## src/rtl/tone_meter_pkg.sv

```systemverilog
// tone_meter_pkg: state encoding, period width and default tone timing for tone_meter.
package tone_meter_pkg;
   localparam int PW = 32;
   typedef enum logic {ARM = 1'b0, MEASURE = 1'b1} state_t;
   localparam int unsigned DEF_CLK_HZ     = 48_000_000;
   localparam int unsigned DEF_TONE_HZ    = 1_000;
   localparam int unsigned DEF_EXP_PERIOD = DEF_CLK_HZ / DEF_TONE_HZ;
   localparam int unsigned DEF_TOL        = DEF_EXP_PERIOD / 100;
   localparam int unsigned DEF_TIMEOUT    = DEF_CLK_HZ / 100;
   localparam int unsigned DEF_LOCK_COUNT = 4;
   // lower band edge, clamped so a wide tolerance never wraps below zero
   function automatic logic [PW-1:0] band_lo(input logic [PW-1:0] exp_p, input logic [PW-1:0] tol);
      return exp_p > tol ? exp_p - tol : '0;
   endfunction
endpackage

```

## src/rtl/tone_meter_sync.sv

```systemverilog
// sync_rise: two-flop synchronizer plus a history flop, emitting a registered one-cycle rise pulse.
module sync_rise (
   input  logic CLK,
   input  logic RST,
   input  logic d,
   output logic rise
);
   logic s1, s2, s3;
   always_ff @(posedge CLK) begin
      if (RST) begin
         s1   <= 1'b0;
         s2   <= 1'b0;
         s3   <= 1'b0;
         rise <= 1'b0;
      end else begin
         s1   <= d;
         s2   <= s1;
         s3   <= s2;
         rise <= s2 & ~s3;
      end
   end
endmodule

```

## src/rtl/tone_meter.sv

```systemverilog
// tone_meter: measures the period of a slow square wave and flags band match, lock and tone loss.
module tone_meter
   import tone_meter_pkg::*;
#(
   parameter int unsigned CLK_HZ     = DEF_CLK_HZ,
   parameter int unsigned EXP_PERIOD = CLK_HZ / DEF_TONE_HZ,
   parameter int unsigned TOL        = EXP_PERIOD / 100,
   parameter int unsigned TIMEOUT    = CLK_HZ / 100,
   parameter int unsigned LOCK_COUNT = DEF_LOCK_COUNT
) (
   input  logic          CLK,
   input  logic          RST,
   input  logic          SIG_IN,
   output logic [PW-1:0] PERIOD,
   output logic          VALID,
   output logic          IN_BAND,
   output logic          LOCK,
   output logic          NO_TONE
);
   localparam int MW = $clog2(LOCK_COUNT + 1);
   localparam logic [PW-1:0] LO = band_lo(PW'(EXP_PERIOD), PW'(TOL));
   localparam logic [PW-1:0] HI = PW'(EXP_PERIOD + TOL);
   localparam logic [PW-1:0] TO = PW'(TIMEOUT);
   localparam logic [MW-1:0] LC = MW'(LOCK_COUNT);

   logic          rise, band;
   state_t        state;
   logic [PW-1:0] cnt, cnt_inc;
   logic [MW-1:0] match, match_nxt;

   sync_rise u_sync (.CLK(CLK), .RST(RST), .d(SIG_IN), .rise(rise));

   assign cnt_inc   = cnt + 1'b1;
   assign band      = (cnt_inc >= LO) && (cnt_inc <= HI);
   assign match_nxt = !band ? '0 : (match == LC) ? match : match + 1'b1;

   // a rise on the timeout cycle is still a measurement, so rise is tested first
   always_ff @(posedge CLK) begin
      if (RST) begin
         state   <= ARM;
         cnt     <= '0;
         match   <= '0;
         PERIOD  <= '0;
         VALID   <= 1'b0;
         IN_BAND <= 1'b0;
         LOCK    <= 1'b0;
         NO_TONE <= 1'b1;
      end else begin
         VALID <= 1'b0;
         if (state == ARM) begin
            cnt <= '0;
            if (rise) state <= MEASURE;
         end else if (rise) begin
            PERIOD  <= cnt_inc;
            VALID   <= 1'b1;
            IN_BAND <= band;
            match   <= match_nxt;
            LOCK    <= match_nxt == LC;
            NO_TONE <= 1'b0;
            cnt     <= '0;
         end else if (cnt_inc == TO) begin
            state   <= ARM;
            cnt     <= '0;
            match   <= '0;
            PERIOD  <= '0;
            IN_BAND <= 1'b0;
            LOCK    <= 1'b0;
            NO_TONE <= 1'b1;
         end else begin
            cnt <= cnt_inc;
         end
      end
   end
endmodule

```

## config.mk

```make
export PLATFORM = sky130hd
export DESIGN_NAME = tone_meter
export DESIGN_NICKNAME = d
export VERILOG_FILES = /design/src/rtl/tone_meter_pkg.sv /design/src/rtl/tone_meter_sync.sv /design/src/rtl/tone_meter.sv
export SDC_FILE = /design/constraint.sdc
export NUM_CORES = 1
export LEC_CHECK = 0
export BUFFER_PORTS_ARGS = -buffer_cell sky130_fd_sc_hd__buf_4
export CORE_MARGIN = 2
export CORE_UTILIZATION = 47
export CTS_CLUSTER_SIZE = 12
export DETAILED_ROUTE_END_ITERATION = 16
export PLACE_DENSITY = 0.66
export SLEW_MARGIN = 20
export SYNTH_ARGS = -nofsm -noshare
export SYNTH_HDL_FRONTEND = slang
export SYNTH_SLANG_ARGS = --single-unit
```

## constraint.sdc

```tcl
create_clock -name CLK -period 7.08 [get_ports CLK]
set_clock_uncertainty 0.15 [all_clocks]
set_input_delay 1.062 -clock CLK [delete_from_list [all_inputs] [get_ports CLK]]
set_output_delay 1.062 -clock CLK [all_outputs]
set_load 0.05 [all_outputs]
```

==> flow_metrics.py <==
metrics = {
    "floorplanning": {
        "num_io_pins": 39,
        "die_x_um": 89.58,
        "initial_core_util_pct": 47.97,
        "fp.coreArea_um2": 7176,
        "die_area_um2": 8024,
        "rows": 31,
        "die_y_um": 89.58,
    },
    "clocking": {
        "cts_root_buffer": "clkbuf_8",
        "cts.reportedPaths.clkPinSlew_ps": 70,
        "numClockSinks": 76,
        "cts_tree": "done",
        "cts_hold_buf": 0,
        "clock_latency_ps": 350,
        "cts_buffers": 9,
        "cts_setup_buffers": 0,
        "clockBufferDepth": 2,
        "htree_levels": 3,
        "cts_resized": 0,
    },
    "route": {
        "first_pass_iters": 4,
        "via_per_inst": 5.687,
        "drc": 0,
        "post_drt_wl_per_cell_um": 15.19,
        "wl_mm": 7.658,
        "vias": 2866,
        "antenna_left": 0,
        "drtIter0Drc": 117,
    },
    "worst_setup_path": {
        "crit_chain": "ha_1 -> nand3_1 -> or4_4 -> o31ai_4 -> o211ai_1 -> or4_4 -> o31ai_2 -> or3b_2 -> nor2_1",
        "slowest_stage": "or4_4",
        "cp.required_ps": 7140,
        "crit_path_start_kind": "flip-flop",
        "path_delay_family": "simple AND/OR/NAND/NOR gates",
        "path_buf_inv": 0,
        "worst_path_most_repeated_cell": "or4_4",
        "slowest_delay_ps": 630,
        "critPathKind": "flip-flop to flip-flop",
        "cp_max_fo": 32,
        "crit_arrival_ps": 4220,
        "endpoint_kind": "flip-flop",
    },
    "sta": {
        "max_freq_ghz": 0.2400,
        "relSlewSlack_pct": 53.35,
        "fin_ws_ps": 2913,
        "fin_crit_ps": 4167,
        "slew_viol_final": 0,
        "tightest_slew_ps": 699.8,
        "setup_viol": 0,
        "final.setup.tns_ps": 0,
        "finalHoldViolations": 0,
        "finalCritPeriodShare_pct": 58.86,
        "rsz0062_at_grt": "false",
    },
    "power": {
        "cellPowerDensity_nw_per_um2": 181.9,
        "ir_worst_vdd_v": 0.00008266,
        "p_leak_nw": 1.384,
    },
    "yosys": {
        "synth_area_leaders": "dfxtp_1, o2bb2ai_1, nor2_1",
        "yosys.area.top_type": "dfxtp_1",
        "synth_flop_cell": "dfxtp_1",
        "synthArstFlopShare_pct": 0,
        "synth_seq_cells": 76,
        "yosysTopAreaCellShare_pct": 44.20,
        "ys_seq_area_share_pct": 44.20,
        "synth.cell_area_um2": 3442,
        "ys_types": 56,
        "synth_most_common_cell": "dfxtp_1",
        "syn_avg_cell_area_um2": 9.228,
        "synth_commonest_cells": "dfxtp_1, nor2_1, o2bb2ai_1",
        "synthesis.nets": 379,
        "synth_edf_count": 0,
        "ys_warn_count": 0,
        "synthCells": 373,
    },
    "cells_and_area": {
        "drive_gt1_share_pct": 15.80,
        "area_growth_pct": 13.34,
        "diodes": 0,
        "n_fill_cell": 659,
        "multi_input_comb_area_um2": 1772,
        "layout.nets": 407,
        "area.sequential_um2": 1521,
        "reg_top3": "PERIOD: 32 flops, cnt: 32 flops, match: 3 flops",
    },
    "run_status": {
        "status": "finished, final reports clean",
    },
    "global_routing": {
        "grt_pass1_wl_mm": 12.90,
        "grt_max_degree": 38,
        "antenna_found_initial": 0,
        "grt_pass1_vias": 2708,
        "track_usage_pct": 20.71,
        "grt.overflow.total": 0,
    },
    "flow_run": {
        "maxCapViolCount": 0,
    },
    "placed_design": {
        "port_buffers": 38,
        "dp_slack_ps": 2616,
        "place.gp.congestion": 0.9004,
        "dp_hpwl_mm": 5.411,
    },
    "hold_path": {
        "hp-class": "flip-flop to flip-flop",
    },
}
## worst paths after layout
path,startpoint,to,slack [ps],cells after the start
max,cnt[0],cnt[25],2910,9
max reg2reg,cnt[0],cnt[25],2910,9
min,u_sync.s3,u_sync.rise,240,1
min reg2reg,u_sync.s3,u_sync.rise,240,1
## where the power goes
group	switching (W)	internal (W)	leakage (nW)
registers	0.000000827	0.000428	0.613
clock network	0.000147	0.000124	0.0800
logic	0.00000656	0.00000277	0.691
## placed cells by master, fill, tap and decap left out, types with 3 or more instances in the layout
cell type / count
clkbuf_8: 9
a21oi_1: 6
clkinv_2: 3
nor4_1: 6
nor2_1: 42
clkbuf_1: 3
and2_1: 15
xnor2_1: 11
nand3_1: 15
nand4_1: 10
xor2_1: 13
o2bb2ai_1: 27
o21a_1: 4
a22o_1: 5
a311oi_1: 3
and4_1: 3
or4_4: 3
o21ai_0: 6
nand2_1: 14
a31oi_1: 3
a211oi_1: 4
nor2b_1: 6
nor3_1: 8
or3_1: 9
inv_1: 9
dfxtp_1: 76
and3_1: 6
or4_1: 8
buf_4: 40
o31ai_1: 5
a21o_1: 4
ha_1: 3
## stage by stage
step / utilization [%] / total power (W) / instance area, um2 / cells / hold slack (ps)
after detailed placement: 52.28 / 0.0004486 / 3751 / 489 / 238.7
after CTS: 54.37 / 0.0007158 / 3901 / 504 / 245.3
final: 54.37 / 0.0007098 / 3901 / 504 / 241.0
after global routing: 54.37 / 0.0007336 / 3901 / 504 / 267.6
after floorplan: - / 0.0004454 / 3442 / 373 / 217.4
after global placement: 52.28 / 0.0004483 / 3751 / 489 / 227.7
## area by class of cell
type / count / area share [%]
clock buffers: 12 / 3.464
repair buffers: 40 / 7.697
inverters: 9 / 0.8659
clock inverters: 3 / 0.3849
multi-input cells: 265 / 45.41
well taps: 99 / 3.175
flip-flops and latches: 76 / 39.00
## worst reg2reg max path, stage by stage (launching register included)
cell and delay [ps]:
dfxtp_1 480, ha_1 330, nand3_1 390, or4_4 640
o31ai_4 250, o211ai_1 140, or4_4 590, o31ai_2 310
or3b_2 630, nor2_1 130
## kinds of logic after synthesis
family,after synthesis,synth area share [%]
compound gates,80,18.72
xor+xnor,24,6.107
fa+ha+maj,3,1.091
buf+inv,32,4.326
flops,76,44.20
mux,1,0.2908
simple gates,157,25.26
## metal layers
metal | share of wire (%) | GRT usage [%] | up-vias | routed length (um)
met3 | 2.8 | 3.839 | 15 | 214
li1 | - | - | 1433 | -
met2 | 46 | 32.75 | 47 | 3556
met5 | 0 | 0 | - | 0
met4 | 2.3 | 9.769 | 0 | 174
met1 | 48 | 27.35 | 1371 | 3713
Power figures use the tool's default switching activity.
